===== config.mk =====
export PLATFORM = sky130hd
export DESIGN_NAME = axi4_lite_slave_regfile
export DESIGN_NICKNAME = d
export VERILOG_FILES = /design/src/rtl/axi4_lite_slave_regfile.sv
export SDC_FILE = /design/constraint.sdc
export NUM_CORES = 1
export LEC_CHECK = 0
export ABC_AREA = 0
export CAP_MARGIN = 20
export CORE_ASPECT_RATIO = 0.5
export CORE_MARGIN = 2
export CORE_UTILIZATION = 49
export DETAILED_ROUTE_END_ITERATION = 12
export PLACE_DENSITY = 0.89
export SYNTH_ARGS = -nofsm -noshare
export SYNTH_HDL_FRONTEND = slang
export SYNTH_SLANG_ARGS = --single-unit

===== constraint.sdc =====
create_clock -name clk -period 2.4 [get_ports clk]
set_input_delay 0.72 -clock clk [delete_from_list [all_inputs] [get_ports clk]]
set_output_delay 0.72 -clock clk [all_outputs]
set_load 0.02 [all_outputs]

===== src/rtl/axi4_lite_slave_regfile.sv =====
// AXI4-Lite slave exposing NUM_REGS 32-bit read/write registers.
// Independent AW/W capture, byte-strobed commit, registered B and R responses.
module axi4_lite_slave_regfile #(
  parameter int unsigned NUM_REGS  = 16,
  parameter logic [31:0] RESET_VAL = 32'h0000_0000
) (
  input  logic                     clk,
  input  logic                     rst,
  input  logic [31:0]              s_axi_awaddr,
  input  logic                     s_axi_awvalid,
  output logic                     s_axi_awready,
  input  logic [31:0]              s_axi_wdata,
  input  logic [3:0]               s_axi_wstrb,
  input  logic                     s_axi_wvalid,
  output logic                     s_axi_wready,
  output logic [1:0]               s_axi_bresp,
  output logic                     s_axi_bvalid,
  input  logic                     s_axi_bready,
  input  logic [31:0]              s_axi_araddr,
  input  logic                     s_axi_arvalid,
  output logic                     s_axi_arready,
  output logic [31:0]              s_axi_rdata,
  output logic [1:0]               s_axi_rresp,
  output logic                     s_axi_rvalid,
  input  logic                     s_axi_rready,
  output logic [NUM_REGS*32-1:0]   reg_out,
  output logic [NUM_REGS-1:0]      wr_pulse
);

  localparam int unsigned IDX_W  = $clog2(NUM_REGS);
  localparam int unsigned DATA_W = 32;
  localparam int unsigned STRB_W = DATA_W / 8;
  localparam int unsigned WORD_W = 30;
  localparam logic [1:0]  RESP_OKAY   = 2'b00;
  localparam logic [1:0]  RESP_SLVERR = 2'b10;

  logic [DATA_W-1:0]   regs_q [NUM_REGS];
  logic [DATA_W-1:0]   regs_d [NUM_REGS];
  logic                aw_held_q, aw_held_d;
  logic                aw_legal_q, aw_legal_d;
  logic [IDX_W-1:0]    aw_idx_q, aw_idx_d;
  logic                w_held_q, w_held_d;
  logic [DATA_W-1:0]   wdata_q, wdata_d;
  logic [STRB_W-1:0]   wstrb_q, wstrb_d;
  logic                bvalid_q, bvalid_d;
  logic [1:0]          bresp_q, bresp_d;
  logic                rvalid_q, rvalid_d;
  logic [1:0]          rresp_q, rresp_d;
  logic [DATA_W-1:0]   rdata_q, rdata_d;
  logic [NUM_REGS-1:0] wr_pulse_q, wr_pulse_d;

  logic aw_hs, w_hs, ar_hs, ar_legal;
  logic [IDX_W-1:0] ar_idx;

  // Word-offset bits 1:0 are deliberately ignored by the decode.
  logic unused_addr_bits;
  assign unused_addr_bits = ^{s_axi_awaddr[1:0], s_axi_araddr[1:0]};

  assign s_axi_awready = !rst && !aw_held_q && !bvalid_q;
  assign s_axi_wready  = !rst && !w_held_q && !bvalid_q;
  assign s_axi_arready = !rst && !rvalid_q;

  assign aw_hs    = s_axi_awvalid && s_axi_awready;
  assign w_hs     = s_axi_wvalid && s_axi_wready;
  assign ar_hs    = s_axi_arvalid && s_axi_arready;
  assign ar_legal = s_axi_araddr[31:2] < WORD_W'(NUM_REGS);
  assign ar_idx   = s_axi_araddr[IDX_W+1:2];

  // Next-state: channel capture, write commit, response handshakes.
  always_comb begin
    regs_d     = regs_q;
    aw_held_d  = aw_held_q;
    aw_legal_d = aw_legal_q;
    aw_idx_d   = aw_idx_q;
    w_held_d   = w_held_q;
    wdata_d    = wdata_q;
    wstrb_d    = wstrb_q;
    bvalid_d   = bvalid_q;
    bresp_d    = bresp_q;
    rvalid_d   = rvalid_q;
    rresp_d    = rresp_q;
    rdata_d    = rdata_q;
    wr_pulse_d = '0;

    if (aw_hs) begin
      aw_held_d  = 1'b1;
      aw_legal_d = s_axi_awaddr[31:2] < WORD_W'(NUM_REGS);
      aw_idx_d   = s_axi_awaddr[IDX_W+1:2];
    end
    if (w_hs) begin
      w_held_d = 1'b1;
      wdata_d  = s_axi_wdata;
      wstrb_d  = s_axi_wstrb;
    end

    // Held flags can only both be set while no response is outstanding.
    if (aw_held_q && w_held_q) begin
      aw_held_d = 1'b0;
      w_held_d  = 1'b0;
      bvalid_d  = 1'b1;
      if (aw_legal_q) begin
        for (int unsigned b = 0; b < STRB_W; b++) begin
          if (wstrb_q[b]) regs_d[aw_idx_q][8*b +: 8] = wdata_q[8*b +: 8];
        end
        wr_pulse_d[aw_idx_q] = 1'b1;
        bresp_d = RESP_OKAY;
      end else begin
        bresp_d = RESP_SLVERR;
      end
    end else if (bvalid_q && s_axi_bready) begin
      bvalid_d = 1'b0;
    end

    // Reads sample the pre-edge register value, so a same-edge commit is not seen.
    if (ar_hs) begin
      rvalid_d = 1'b1;
      rdata_d  = ar_legal ? regs_q[ar_idx] : '0;
      rresp_d  = ar_legal ? RESP_OKAY : RESP_SLVERR;
    end else if (rvalid_q && s_axi_rready) begin
      rvalid_d = 1'b0;
    end
  end

  always_ff @(posedge clk) begin
    if (rst) begin
      for (int unsigned k = 0; k < NUM_REGS; k++) regs_q[k] <= RESET_VAL;
      aw_held_q  <= 1'b0;
      aw_legal_q <= 1'b0;
      aw_idx_q   <= '0;
      w_held_q   <= 1'b0;
      wdata_q    <= '0;
      wstrb_q    <= '0;
      bvalid_q   <= 1'b0;
      bresp_q    <= RESP_OKAY;
      rvalid_q   <= 1'b0;
      rresp_q    <= RESP_OKAY;
      rdata_q    <= '0;
      wr_pulse_q <= '0;
    end else begin
      for (int unsigned k = 0; k < NUM_REGS; k++) regs_q[k] <= regs_d[k];
      aw_held_q  <= aw_held_d;
      aw_legal_q <= aw_legal_d;
      aw_idx_q   <= aw_idx_d;
      w_held_q   <= w_held_d;
      wdata_q    <= wdata_d;
      wstrb_q    <= wstrb_d;
      bvalid_q   <= bvalid_d;
      bresp_q    <= bresp_d;
      rvalid_q   <= rvalid_d;
      rresp_q    <= rresp_d;
      rdata_q    <= rdata_d;
      wr_pulse_q <= wr_pulse_d;
    end
  end

  for (genvar k = 0; k < NUM_REGS; k++) begin : g_reg_out
    assign reg_out[32*k +: 32] = regs_q[k];
  end

  assign s_axi_bvalid = bvalid_q;
  assign s_axi_bresp  = bresp_q;
  assign s_axi_rvalid = rvalid_q;
  assign s_axi_rresp  = rresp_q;
  assign s_axi_rdata  = rdata_q;
  assign wr_pulse     = wr_pulse_q;

endmodule


---- After elaboration in Yosys (flattened, before gate mapping) ----
Cells that the tools add are included.
storage, ports and cells
  flip-flop bits (word level) ............. 609
  word-level logic and storage cells ...... 96
  bits of input ports ..................... 107
cells by class
  reductions and logical operators ........ 23
  multiplexer cells ....................... 34
  $lt $le $gt $ge ......................... 7
  bitwise logic cells ..................... 4
operator list
  kind                 number
  $mux 512             10
  $bwmux 512           4
  $demux 32 s4         4
  $bmux 32 s4          1
  $mux 32              4
  $lt 30x5->1 const B  2
  $mux 24              1
  $mux 16              1
  $logic_and 1x1->1    13
  $ge 5x5->1 const B   2
  $not 4->5            2
  $mux 8               1
  $logic_not 1->1      5
  $lt 4x5->1 const B   1
  $lt 5x1->1 const B   1
  $mux 1               5
  $demux 1 s4          1
  $ge 4x1->1 const B   1
  $mux 2               2
  $reduce_bool 2->1    2
  $reduce_or 3->1      1
  $not 1->1            2
  $reduce_and 2->1     1
  $reduce_or 2->1      1

---- Depth between registers and ports, before layout ----
  depth in word-level cells ............... 19
  mapped depth ............................ 8
  mapped depth without buffers ............ 4

---- Worst setup path after synthesis ----
OpenSTA, ideal clock, no wires.
  path kind ............................... input port to flip-flop
  start ................................... input rst
  end ..................................... register rdata_q[10], in the netlist s_axi_rdata[10]
  cell stages on the path ................. 7
  buffers on the path ..................... 3
  data arrival time ....................... 2.109 ns
  setup slack ............................. 0.204 ns
  path through ............................ buf_2 > nor2_1 > nand4_1 > or2_1 > clkbuf_1 > clkbuf_1 > o31ai_1
between the ends
  longest elaborated chain between the ends .. 3
RTL lines
  element                  RTL line  text
  start: declaration       8         input logic rst,
  $logic_not 1->1          61        assign s_axi_arready = !rst && !rvalid_q;
  $logic_and 1x1->1        61
  named net s_axi_arready  21        output logic s_axi_arready,
  $logic_and 1x1->1        65        assign ar_hs = s_axi_arvalid && s_axi_arready;
  end signal: assignment   151       rdata_q <= rdata_d;
  end: declaration         49        logic [DATA_W-1:0] rdata_q, rdata_d;
The timed path passes the listed nets, and every way through them passes these cells.
A chain may end at the register's enable or synchronous reset.

---- Final worst setup path ----
  start ................................... register regs_q (netlist bit reg_out[498])
  end ..................................... output reg_out[498]
RTL lines
  element             RTL line  text
  start: declaration  37        logic [DATA_W-1:0] regs_q [NUM_REGS];
  end: declaration    26        output logic [NUM_REGS*32-1:0] reg_out,
No word-level cell between the ends.

==> qor.yml <==
min_path:
  min_path_type: "flip-flop to flip-flop"
  holdPathStages: 2
critical_path:
  worstPathArrival_ns: 1.68
  cp-end-kind: "output pin"
  cp_top_family: "buffers and inverters"
  timing.critical_path.buf_inv: 1
  crit_path_cell_trace: "clkdlybuf4s50_1"
  critPathSlowestCell: "clkdlybuf4s50_1"
  start_kind: "flip-flop"
  cpPeakStageDelay_ns: 0.65
  worstSetupPathDepth: 1
  cp.required_ns: 1.68
  crit_type: "flip-flop to output pin"
  path_max_fanout: 3
  reg2reg_depth: 5
job:
  max_cap_violations: 0
clocking:
  htree_levels: 2
  cts_made_buffers: 53
  post-cts-setup-buffer-count: 0
  cts_buffer_depth: 3
  clock_latency_ns: 0.63
  cts_tree: "built"
  clockRootBuffer: "clkbuf_16"
  clk_pin_slew_ns: 0.07
  cts_sinks: 607
  cts-hold-fix-buffers: 0
synth:
  synthSimpleGateAreaFrac_pct: 19.2
  synth.area.top_cells: "dfxtp_1 47%, a21oi_1 11%, nand2_1 9.7%, mux4_2 8.3%, nand3_1 6.9%"
  synthMuxAreaShare_pct: 10.8
  yosys.area.top_type_share_pct: 46.9
  synth_top_area_cell: "dfxtp_1"
  netlist_area_sq_mm: 0.0259
  postSynthCellCount: 3068
  synth_edf_count: 0
  yosys_warnings: 0
  ys_types: 37
  synth_top_family_by_area: "simple AND/OR/NAND/NOR gates"
  seq_area_frac_synth_pct: 46.9
  synth.most_common_cell: "nand2_1"
  synthesis.area_per_instance_sq_um: 8.44
  ys.flop_type: "dfxtp_1"
  synth-compound-area-share_pct: 17.3
  synth_seq_cells: 607
  synthAdderAreaFrac_pct: 0
  synth_xor_area_share_pct: 0
  async_reset_ff_share_pct: 0
  synth_common_cells: "670 x nand2_1, 607 x dfxtp_1, 589 x a21oi_1, 357 x nand3_1, 215 x clkbuf_1"
timing:
  setup_viol: 1
  post-route-period-util_pct: 100
  postLayoutSetupSlackWorst_ns: -0.00407
  finalMaxSlewViolations: 0
  fmax_mhz: 416
  worst_pin_slew_ns: 1.14
  hold_slack_ns: 0.459
  slew_headroom_pct: 24.0
  min_period_ns: 2.40
  clock_skew_ns: 0.0314
  finalSetupTns_ns: -0.00407
  hold_viol: 0
die:
  die_x_um: 329
  die_y_um: 167
  initial_core_util_pct: 49.7
  fp-row-count: 59
  ios: 676
  fp.coreArea_sq_mm: 0.0521
  die-area_sq_mm: 0.0548
global_routing:
  antenna_found_initial: 12
  grt_max_degree: 116
  track_usage_pct: 41.7
  grt_pass1_vias: 26668
  grt_overflow: 0
  grt_pass1_wl_um: 174000
final_layout:
  num-nets-final: 3728
  syn_to_final_growth_pct: 37.3
  final_cells: 4370
  design_area_sq_mm: 0.0356
  drive_gt1_share_pct: 10.0
drt:
  drtIter0Drc: 5291
  drc: 0
  ant_nets: 0
  totalWireLength_um: 119000
  wl_per_cell_um: 27.3
  drt-pass1-iter-count: 12
  vias: 28765
  via_per_inst: 6.58
power_and_ir_drop:
  finalPower_mw: 21.1
  p_leak_nw: 13.5
  peakVddDrop_mv: 0.563
  power_density_mw_per_mm2: 594
place:
  dp_cells: 4267
  place.gp.congestion: 1.05
  port_buffers: 669
  placed_area_sq_mm: 0.0336
  place_hpwl_um: 84000
run_status:
  outcome: "finished, violations left"
  violations: "negative setup slack"
-- metrics by stage --
stage,utilization (%),setup slack (ns)
after floorplan,-,0.204
after global placement,64.5,-0.300
after detailed placement,64.5,-0.243
after CTS,67.9,0.000319
after global routing,68.2,-0.00691
final,68.2,-0.00407
-- power breakdown --
group / internal (mW) / leakage [nW] / total, mW / switching (mW)
clock: 5.47 / 0.925 / 9.63 / 4.16
combinational: 0.475 / 7.68 / 1.19 / 0.713
sequential: 10.1 / 4.89 / 10.3 / 0.213
total: 16.0 / 13.5 / 21.1 / 5.09
-- final timing paths --
path	to	start	slack, ns
min reg2reg	s_axi_rdata[5]	s_axi_rdata[5]	0.46
max reg2reg	reg_out[297]	aw_idx_q[2]	0.10
max	reg_out[498]	reg_out[498]	-0.004
min	s_axi_rdata[5]	s_axi_rdata[5]	0.46
-- per-layer routing --
layer  vias to the layer above  share of wire [%]  track usage [%]
li1                      11905                  -                -
met2                      2653                 44             63.8
met5                         -              0.044                0
met4                         8                9.1             28.6
met1                     13466                 34             52.2
met3                       733                 13             10.2
-- cells by family (layout without fill, tap and decap cells) --
group	after synthesis	in the layout
and+or+nand+nor	1124	1124
AOI/OAI and AO/OA	847	847
DFF	607	607
buffers and inverters	329	925
muxes	160	160
other	1	6
-- state kept, by name (all words and copies together), names as in the netlist --
name,count
s_axi_rdata,32
wstrb_q,4
aw_legal_q,1
reg_out,512
wdata_q,32
w_held_q,1
s_axi_bvalid,1
s_axi_rresp,1
aw_idx_q,4
aw_held_q,1
s_axi_bresp,1
s_axi_rvalid,1
wr_pulse,16
-- timing repair --
action,4_1_cts,5_1_grt
endpoints found under the setup margin,141,75
resized for setup,145,76
cloned,0,0
-- placed cells by master (no fill, tap or decap), drive strengths merged, types with 14 or more instances in the layout --
| cell type | synthesis | routed |
|---|---|---|
| nand3 | 357 | 357 |
| nor4 | 14 | 14 |
| buf | 107 | 154 |
| nand2 | 670 | 670 |
| o22ai | 32 | 32 |
| clkbuf | 215 | 75 |
| dlymetal6s2s | 0 | 73 |
| dfxtp | 607 | 607 |
| a21oi | 589 | 589 |
| o221ai | 32 | 32 |
| nor2 | 38 | 38 |
| o21ai | 160 | 160 |
| clkdlybuf4s50 | 0 | 451 |
| mux4 | 96 | 96 |
| dlygate4sd2 | 0 | 140 |
| o31ai | 32 | 32 |
| mux2i | 64 | 64 |
-- final cells by class --
| class | instances | area [sq um] |
|---|---|---|
| Fill cell | 3952 | 16500 |
| Multi-Input combinational cell | 2133 | 12300 |
| Sequential cell | 607 | 12200 |
| Timing Repair Buffer | 819 | 8290 |
| Clock buffer | 74 | 1500 |
| Tap cell | 701 | 877 |
| Clock inverter | 25 | 423 |
| Inverter | 7 | 26.3 |
| Antenna cell | 4 | 10.0 |
(Power assumes the default switching activity.)
